<file path="config.mk">
export PLATFORM = sky130hd
export DESIGN_NAME = rll_key_lock_stage_flat
export DESIGN_NICKNAME = d
export VERILOG_FILES = /design/src/rtl/rll_pkg.sv /design/src/rtl/rll_key_lock_stage_if.sv /design/src/rtl/rll_key_loader.sv /design/src/rtl/rll_key_lock_stage.sv /design/src/flat_wrapper.sv
export SDC_FILE = /design/constraint.sdc
export NUM_CORES = 1
export LEC_CHECK = 0
export ABC_AREA = 1
export BUFFER_PORTS_ARGS = -buffer_cell sky130_fd_sc_hd__buf_2
export CORE_ASPECT_RATIO = 0.7
export CORE_UTILIZATION = 54
export CTS_CLUSTER_SIZE = 12
export DETAILED_ROUTE_END_ITERATION = 8
export GPL_TIMING_DRIVEN = 0
export PLACE_DENSITY_LB_ADDON = 0.05
export SYNTH_ARGS = -nofsm -noshare
export SYNTH_HDL_FRONTEND = slang
export SYNTH_SLANG_ARGS = --single-unit
</file>
<file path="constraint.sdc">
create_clock -name clk -period 2.57 [get_ports clk]
set_input_delay 0.1285 -clock clk [delete_from_list [all_inputs] [get_ports clk]]
set_output_delay 0.1285 -clock clk [all_outputs]
set_load 0.05 [all_outputs]
</file>
<file path="src/rtl/rll_pkg.sv">
// Shared types and helpers for the sequential key-locked datapath stage.
package rll_pkg;

  typedef enum logic [1:0] {
    IDLE    = 2'd0,
    LOADING = 2'd1,
    ARMED   = 2'd2,
    ERROR   = 2'd3
  } key_state_e;

  localparam logic [15:0] KEY_POLARITY_DEFAULT = 16'h0000;

  function automatic int beats(input int key_width, input int shift_w);
    return key_width / shift_w;
  endfunction

endpackage

</file>
<file path="src/rtl/rll_key_lock_stage_if.sv">
// Key-load channel plus locked data channel of the key-lock stage.
interface rll_key_lock_stage_if #(
  parameter int SHIFT_W    = 1,
  parameter int DATA_WIDTH = 32
);
  logic                  key_valid;
  logic                  key_ready;
  logic [SHIFT_W-1:0]    key_data;
  logic                  key_last;
  logic                  key_clear;
  logic [DATA_WIDTH-1:0] data_in;
  logic                  data_in_valid;
  logic [DATA_WIDTH-1:0] data_out;
  logic                  data_out_valid;
  logic                  key_loaded;
  logic                  key_err;

  modport master (
    output key_valid, key_data, key_last, key_clear, data_in, data_in_valid,
    input  key_ready, data_out, data_out_valid, key_loaded, key_err
  );

  modport slave (
    input  key_valid, key_data, key_last, key_clear, data_in, data_in_valid,
    output key_ready, data_out, data_out_valid, key_loaded, key_err
  );
endinterface

</file>
<file path="src/rtl/rll_key_loader.sv">
// Serial key loader: LSB-first shadow shift register, beat counter and
// atomic commit into the active key.
module rll_key_loader
  import rll_pkg::*;
#(
  parameter int KEY_WIDTH = 16,
  parameter int SHIFT_W   = 1
) (
  input  logic                 clk,
  input  logic                 rst,
  input  logic                 key_valid,
  output logic                 key_ready,
  input  logic [SHIFT_W-1:0]   key_data,
  input  logic                 key_last,
  input  logic                 key_clear,
  output logic [KEY_WIDTH-1:0] active_key,
  output logic                 key_loaded,
  output logic                 key_err
);

  localparam int BEATS = beats(KEY_WIDTH, SHIFT_W);
  localparam int CNT_W = $clog2(BEATS + 1);
  localparam logic [CNT_W-1:0] LAST_CNT = CNT_W'(BEATS - 1);

  key_state_e           state_q, state_d;
  logic [CNT_W-1:0]     cnt_q, cnt_d;
  logic [KEY_WIDTH-1:0] shadow_q, shadow_d;
  logic [KEY_WIDTH-1:0] active_q, active_d;
  logic                 loaded_q, loaded_d;
  logic                 err_q, err_d;
  logic                 beat;
  logic [KEY_WIDTH-1:0] shifted;

  // New beat enters at the top so the first beat ends up in the LSBs.
  function automatic logic [KEY_WIDTH-1:0] shift_in(
    input logic [KEY_WIDTH-1:0] sh,
    input logic [SHIFT_W-1:0]   b
  );
    logic [KEY_WIDTH-1:0] wide;
    wide = KEY_WIDTH'(b);
    return (sh >> SHIFT_W) | (wide << (KEY_WIDTH - SHIFT_W));
  endfunction

  assign key_ready  = ~rst & ((state_q == IDLE) | (state_q == LOADING));
  assign beat       = key_valid & key_ready & ~key_clear;
  assign shifted    = shift_in(shadow_q, key_data);
  assign active_key = active_q;
  assign key_loaded = loaded_q;
  assign key_err    = err_q;

  always_comb begin
    state_d  = state_q;
    cnt_d    = cnt_q;
    shadow_d = shadow_q;
    active_d = active_q;
    loaded_d = loaded_q;
    err_d    = err_q;
    if (key_clear) begin
      state_d  = IDLE;
      cnt_d    = '0;
      shadow_d = '0;
      active_d = '0;
      loaded_d = 1'b0;
      err_d    = 1'b0;
    end else if (beat) begin
      shadow_d = shifted;
      cnt_d    = cnt_q + CNT_W'(1);
      state_d  = LOADING;
      if (cnt_q == LAST_CNT) begin
        if (key_last) begin
          active_d = shifted;
          loaded_d = 1'b1;
          cnt_d    = '0;
          state_d  = ARMED;
        end else begin
          err_d   = 1'b1;
          state_d = ERROR;
        end
      end else if (key_last) begin
        err_d   = 1'b1;
        state_d = ERROR;
      end
    end
  end

  always_ff @(posedge clk) begin
    if (rst) begin
      state_q  <= IDLE;
      cnt_q    <= '0;
      shadow_q <= '0;
      active_q <= '0;
      loaded_q <= 1'b0;
      err_q    <= 1'b0;
    end else begin
      state_q  <= state_d;
      cnt_q    <= cnt_d;
      shadow_q <= shadow_d;
      active_q <= active_d;
      loaded_q <= loaded_d;
      err_q    <= err_d;
    end
  end

endmodule

</file>
<file path="src/rtl/rll_key_lock_stage.sv">
// Registered XOR/XNOR key-gate stage driven by a serially loaded key.
module rll_key_lock_stage
  import rll_pkg::*;
#(
  parameter int                   KEY_WIDTH    = 16,
  parameter int                   DATA_WIDTH   = 32,
  parameter int                   SHIFT_W      = 1,
  parameter logic [KEY_WIDTH-1:0] KEY_POLARITY = KEY_WIDTH'(KEY_POLARITY_DEFAULT)
) (
  input logic                 clk,
  input logic                 rst,
  rll_key_lock_stage_if.slave bus
);

  logic [KEY_WIDTH-1:0]  active_key;
  logic [DATA_WIDTH-1:0] gated;
  logic [DATA_WIDTH-1:0] data_p1;
  logic                  vld_p1;

  rll_key_loader #(
    .KEY_WIDTH (KEY_WIDTH),
    .SHIFT_W   (SHIFT_W)
  ) u_loader (
    .clk        (clk),
    .rst        (rst),
    .key_valid  (bus.key_valid),
    .key_ready  (bus.key_ready),
    .key_data   (bus.key_data),
    .key_last   (bus.key_last),
    .key_clear  (bus.key_clear),
    .active_key (active_key),
    .key_loaded (bus.key_loaded),
    .key_err    (bus.key_err)
  );

  // Polarity 1 turns the gate into XNOR, so a zero key still scrambles it.
  for (genvar i = 0; i < DATA_WIDTH; i++) begin : g_gate
    assign gated[i] = bus.data_in[i] ^ active_key[i % KEY_WIDTH] ^ KEY_POLARITY[i % KEY_WIDTH];
  end

  // Stage p1: output flops of the locked path.
  always_ff @(posedge clk) begin
    if (rst) begin
      data_p1 <= '0;
      vld_p1  <= 1'b0;
    end else begin
      data_p1 <= gated;
      vld_p1  <= bus.data_in_valid;
    end
  end

  assign bus.data_out       = data_p1;
  assign bus.data_out_valid = vld_p1;

endmodule

</file>
<file path="src/flat_wrapper.sv">
// flat-port wrapper written by rule: the top's interface ports become plain ports
module rll_key_lock_stage_flat import rll_pkg::*;
#(
  parameter int                   KEY_WIDTH    = 16,
  parameter int                   DATA_WIDTH   = 32,
  parameter int                   SHIFT_W      = 1,
  parameter logic [KEY_WIDTH-1:0] KEY_POLARITY = KEY_WIDTH'(KEY_POLARITY_DEFAULT)
)
  (clk, rst, bus_key_valid, bus_key_data, bus_key_last, bus_key_clear, bus_data_in, bus_data_in_valid, bus_key_ready, bus_data_out, bus_data_out_valid, bus_key_loaded, bus_key_err);
  rll_key_lock_stage_if #(.SHIFT_W(SHIFT_W), .DATA_WIDTH(DATA_WIDTH)) bus_i ();
  input logic clk;
  input logic rst;
  input wire logic [$bits(bus_i.key_valid)-1:0] bus_key_valid;
  input wire logic [$bits(bus_i.key_data)-1:0] bus_key_data;
  input wire logic [$bits(bus_i.key_last)-1:0] bus_key_last;
  input wire logic [$bits(bus_i.key_clear)-1:0] bus_key_clear;
  input wire logic [$bits(bus_i.data_in)-1:0] bus_data_in;
  input wire logic [$bits(bus_i.data_in_valid)-1:0] bus_data_in_valid;
  output wire logic [$bits(bus_i.key_ready)-1:0] bus_key_ready;
  output wire logic [$bits(bus_i.data_out)-1:0] bus_data_out;
  output wire logic [$bits(bus_i.data_out_valid)-1:0] bus_data_out_valid;
  output wire logic [$bits(bus_i.key_loaded)-1:0] bus_key_loaded;
  output wire logic [$bits(bus_i.key_err)-1:0] bus_key_err;
  assign bus_i.key_valid = bus_key_valid;
  assign bus_i.key_data = bus_key_data;
  assign bus_i.key_last = bus_key_last;
  assign bus_i.key_clear = bus_key_clear;
  assign bus_i.data_in = bus_data_in;
  assign bus_i.data_in_valid = bus_data_in_valid;
  assign bus_key_ready = bus_i.key_ready;
  assign bus_data_out = bus_i.data_out;
  assign bus_data_out_valid = bus_i.data_out_valid;
  assign bus_key_loaded = bus_i.key_loaded;
  assign bus_key_err = bus_i.key_err;
  rll_key_lock_stage #(.KEY_WIDTH(KEY_WIDTH), .DATA_WIDTH(DATA_WIDTH), .SHIFT_W(SHIFT_W), .KEY_POLARITY(KEY_POLARITY)) u_core (.clk(clk), .rst(rst), .bus(bus_i));
endmodule
</file>
# After elaboration in Yosys (flattened, before gate mapping)
# Index checks and enable logic that the tools add are counted.
[word_totals] ff_bits=74 output_inout_bits=36 wordCells=64
[op_classes] addsub=1 n_eq_ne=3 muxes=8 n_bitwise=39 n_reduce_logical=5
[op_table] operator="bitwise XOR 1 bit" count=32
[op_table] operator="bitwise OR 15 x 16 -> 16 bit" count=1
[op_table] operator="two-way mux 5 bit" count=2
[op_table] operator="AND reduction 3 bit" count=2
[op_table] operator="adder 5 x 1 -> 5 bit (second input constant)" count=1
[op_table] operator="== test 5 x 4 -> 1 bit (second input constant)" count=1
[op_table] operator="two-way mux 1 bit" count=4
[op_table] operator="two-way mux 2 bit" count=2
[op_table] operator="AND 1 bit" count=3
[op_table] operator="== test 2 x 1 -> 1 bit (second input constant)" count=1
[op_table] operator="zero test 2 bit" count=1
[op_table] operator="inequality test 2 bit (second input constant)" count=1
[op_table] operator="inverter 1 bit" count=2
[op_table] operator="nonzero test 2 bit" count=1
[op_table] operator="OR reduction 2 bit" count=1
[op_table] operator="bitwise OR 1 bit" count=1

# Longest topological paths before layout
[logic_depth] ltp_word=6 mapped_depth=9 ltp_nobuf=8

# Hierarchy
# Synthesis repeated with hierarchy kept, for this count alone.
[hier_totals] cells_unflattened=351 area_unflattened_um2=2683.8
[modules_own_cells] module="rll_key_loader" n_inst=1 cells_per_inst=184 area_per_inst_um2=1480.2 seq_area_each_um2=780.7
[modules_own_cells] module="rll_key_lock_stage" n_inst=1 cells_per_inst=167 area_per_inst_um2=1203.7 seq_area_each_um2=660.6

# Worst setup path before layout
# Ideal clock, no wire load.
[synth_timing] kind="register -> register" start="reg u_core.u_loader.cnt_q[0]" end="reg u_core.u_loader.err_q (netlist: u_core.u_loader.key_err)" setup_time_ps=117 t_arrival_ps=1196 slack_ps=1257 path_stages_with_launch=8 path_buffers=0 cell_sequence="dfxtp_1 > ha_1 > nand3_1 > nor2_4 > inv_1 > ha_1 > nand2_1 > a21oi_1"
[synth_between] elab_chain_cells=3 elab_cells_between_ends=5
[synth_lines] item="start: declaration" line_no="rll_key_loader.sv:26" rtl="logic [CNT_W-1:0] cnt_q, cnt_d;"
[synth_lines] item="start signal: assignment" line_no="rll_key_loader.sv:96" rtl="cnt_q <= cnt_d;"
[synth_lines] item="== test 5 x 4 -> 1 bit *" line_no="rll_key_loader.sv:69" rtl="if (cnt_q == LAST_CNT) begin"
[synth_lines] item="inequality test 2 bit (no source line) or nonzero test 2 bit (tied branches)"
[synth_lines] item="AND reduction 3 bit (no source line)"
[synth_lines] item="end signal: assignment" line_no="rll_key_loader.sv:100" rtl="err_q <= err_d;"
[synth_lines] item="end: declaration" line_no="rll_key_loader.sv:30" rtl="logic err_q, err_d;"
# Every way passes the cells marked *; elsewhere a longest branch is shown, timed or not.
# A chain may end at the register's enable or synchronous reset.

# Worst setup path after layout
[layout_timing] start="in rst" end="out bus_key_ready"
[layout_between] elab_chain_cells=2
[layout_lines] item="start: declaration" line_no="flat_wrapper.sv:12" rtl="input logic rst;"
[layout_lines] item="inverter 1 bit" line_no="rll_key_loader.sv:44" rtl="assign key_ready = ~rst & ((state_q == IDLE) | (state_q == LOADING));"
[layout_lines] item="AND 1 bit" line_no="rll_key_loader.sv:44"
[layout_lines] item="end: declaration" line_no="flat_wrapper.sv:19" rtl="output wire logic [$bits(bus_i.key_ready)-1:0] bus_key_ready;"
# No other way between the ends.

==> flow_summary.toml <==
[clocking]
cts_max_level = 3
cts-buffers-inserted = 9
clk_latency_ns = 0.34
cts_resized = 0
clock_tree.root_cell = "clkbuf_8"
clockBufferDepth = 2
cts.sinks = 72
cts_tree = "built"
clk_pin_slew_ns = 0.07

[timing]
finalMaxSlewViolations = 0
fin_tns_setup_ns = 0
fin_crit_ns = 1.67
post-route-period-util = 0.651
fmax_mhz = 598
skew_ns = 0.00339
finalHoldViolCount = 0
setup_viol = 0
timing_worst_slew_pin_value_ns = 0.609
maxSlewHeadroom = 0.594
rsz0062_at_grt = "false"

[detailed_routing]
vias_per_cell = 4.78
first_pass_iters = 6
drc = 8
vias = 2098
drtIter0Drc = 122
ant_nets = 0
wire_per_inst_um = 12.1
routed_wl_mm = 5.31

[yosys]
syn_nets = 334
syn_inst = 293
syn_avg_cell_area_um2 = 8.81
yosys.area.top_type = "dfxtp_1"
syn_area_mm2 = 0.00258
synth_seq_cells = 72
synth.distinct_cells = 23
synth_top_cell_area_share = 0.558
yosys-top-cells-area = "dfxtp_1, xnor2_1, nor2_1, nand2_1, nand3_1"
ys_warn_count = 0
yosysSeqAreaShare = 0.558

[die]
initial_core_util = 0.580
die_w_um = 84.7
core_region_area_mm2 = 0.00445
num_rows = 20
die_h_um = 59.9
num_io_pins = 75
die-area_mm2 = 0.00507

[global_routing]
gr-total-overflow = 0
grt_pass1_wl_mm = 8.20
antenna_found_initial = 0
grt_max_degree = 13
grt_pass1_vias = 1827
grtUsageTotal = 0.223

[min_path]
hold_depth = 3
min_path_type = "input port to register"

[layout]
antenna_cells = 0
final_nets = 420
nFillCells = 355
fin_util = 0.742
syn_to_final_growth_pct = 28.0
layout-drive-gt1-share = 0.276

[power_and_ir_drop]
power.leakage_nw = 1.53
irDropWorstVdd_uv = 745
pwr_density_cell_mw_per_mm2 = 792

[setup_path]
worstPathRequired_ns = 2.44
path_buf_inv = 4
worstPathArrival_ns = 1.54
slowest_stage = "dlygate4sd3_1"
path_class = "input port to output pin"
reg2reg_depth = 7
cp_max_fo = 10
slowest_delay_ns = 0.55
crit_path_end_kind = "output pin"
path_cells = "dlygate4sd3_1 > buf_6 > clkbuf_1 > nor2_1 > buf_2"
path_delay_family = "buffers and inverters"
start_kind = "input port"
path_depth = 5

[run]
cap_violations = 0

[placed_design]
dp_hpwl_mm = 3.56
port_buffers = 73
gp_congestion = 0.794

[run_status]
status = "complete, but fails checks"
violations = "DRC"
-- routing by layer --
layer	GRT usage	vias to the layer above	part of all wire
met2	0.359	67	0.45
met4	0.0726	0	0.011
met5	0	-	0
met3	0.102	8	0.070
li1	-	1085	-
met1	0.270	938	0.47
-- report_power, final --
group / internal, mW / switching [mW]
clock network: 0.766 / 0.415
logic: 0.0810 / 0.190
registers: 1.15 / 0.0123
-- repair_timing --
| item | in CTS | in global routing |
|---|---|---|
| setup buffers | 0 | 0 |
| hold buffers | 2 | 0 |
| hold endpoints to repair | 5 | 0 |
-- sequential cells by signal (all words and copies together), names as in the netlist --
name / cells
u_core.bus.data_out: 32
u_core.bus.data_out_valid: 1
u_core.u_loader.active_key: 16
u_core.u_loader.cnt_q: 5
u_core.u_loader.key_err: 1
u_core.u_loader.key_loaded: 1
u_core.u_loader.shadow_q: 15
u_core.u_loader.state_q: 1
-- tightest hold or removal path, cell delays in order --
cell and delay (ns):
buf_2 0.08, xnor2_1 0.05, nor2_1 0.07
-- metrics by stage --
| stage | area (um^2) | total power [mW] | hold WS (ns) | setup WS (ns) | cells |
|---|---|---|---|---|---|
| global route | 3300 | 2.70 | 0.00294 | 0.784 | 439 |
| global placement | 3020 | 1.45 | 0.332 | 1.12 | 421 |
| floorplan | 2580 | 1.38 | 0.235 | 1.26 | 293 |
| finish | 3300 | 2.62 | 0.0164 | 0.897 | 439 |
| detailed placement | 3020 | 1.46 | 0.339 | 1.07 | 421 |
| CTS | 3300 | 2.62 | 0.00701 | 0.854 | 439 |
-- placed cells by master (no fill, tap or decap), drive strengths merged, types with 4 or more instances in the layout --
cell type   n
a21oi      13
o21ai      14
bufinv      4
clkbuf     15
xnor2      32
buf        80
inv        19
nor2       55
nand2      50
nand3      21
dfxtp      72
-- path summary, 6_finish.rpt --
path,end,slack [ns],start
setup / recovery,bus_key_ready,0.90,rst
hold / removal,u_core.bus.data_out[23]$_SDFF_PP0_,0.02,bus_data_in[23]
setup reg to reg,u_core.u_loader.active_key[10]$_SDFFE_PP0P_,1.04,u_core.u_loader.cnt_q[0]$_SDFFE_PP0P_
hold reg to reg,u_core.u_loader.key_err$_SDFFE_PP0P_,0.45,u_core.u_loader.key_err$_SDFFE_PP0P_
-- cell usage after synthesis --
| library cell | n |
|---|---|
| buf_2 | 5 |
| inv_2 | 2 |
| nor2_2 | 1 |
| a21oi_1 | 13 |
| nand2_4 | 1 |
| nand2_1 | 48 |
| o21ai_1 | 2 |
| nand3_4 | 1 |
| buf_6 | 2 |
| inv_4 | 1 |
| nor2_4 | 2 |
| nand2_2 | 1 |
| clkbuf_1 | 4 |
| nor3_1 | 1 |
| clkbuf_2 | 1 |
| nand3_1 | 20 |
| o21ai_0 | 12 |
| a211oi_1 | 2 |
| xnor2_1 | 32 |
| ha_1 | 2 |
| inv_1 | 16 |
| nor2_1 | 52 |
| dfxtp_1 | 72 |
-- final cells by class --
type                    instances  area (um^2)  area share
flip-flops and latches         72         1440       0.436
multi-input cells             190         1000       0.303
repair buffers                 75          385       0.117
clock buffers                  10          138      0.0417
clock inverters                 6          130      0.0394
inverters                      19         73.8      0.0223
well taps                      55         68.8      0.0208
plain buffers                  12         67.6      0.0204
-- kinds of logic (layout without fill, tap and decap cells) --
logic type,after synthesis,after routing,share of synthesized area
buffers and inverters,31,122,0.0547
AO/OA/AOI/OAI,29,29,0.0581
AND/OR/NAND/NOR,127,127,0.211
flip-flops,72,72,0.558
XOR/XNOR,32,32,0.109
adder cells (fa/ha/maj),2,2,0.00969
Note: power is estimated with default switching activity, not from simulation.
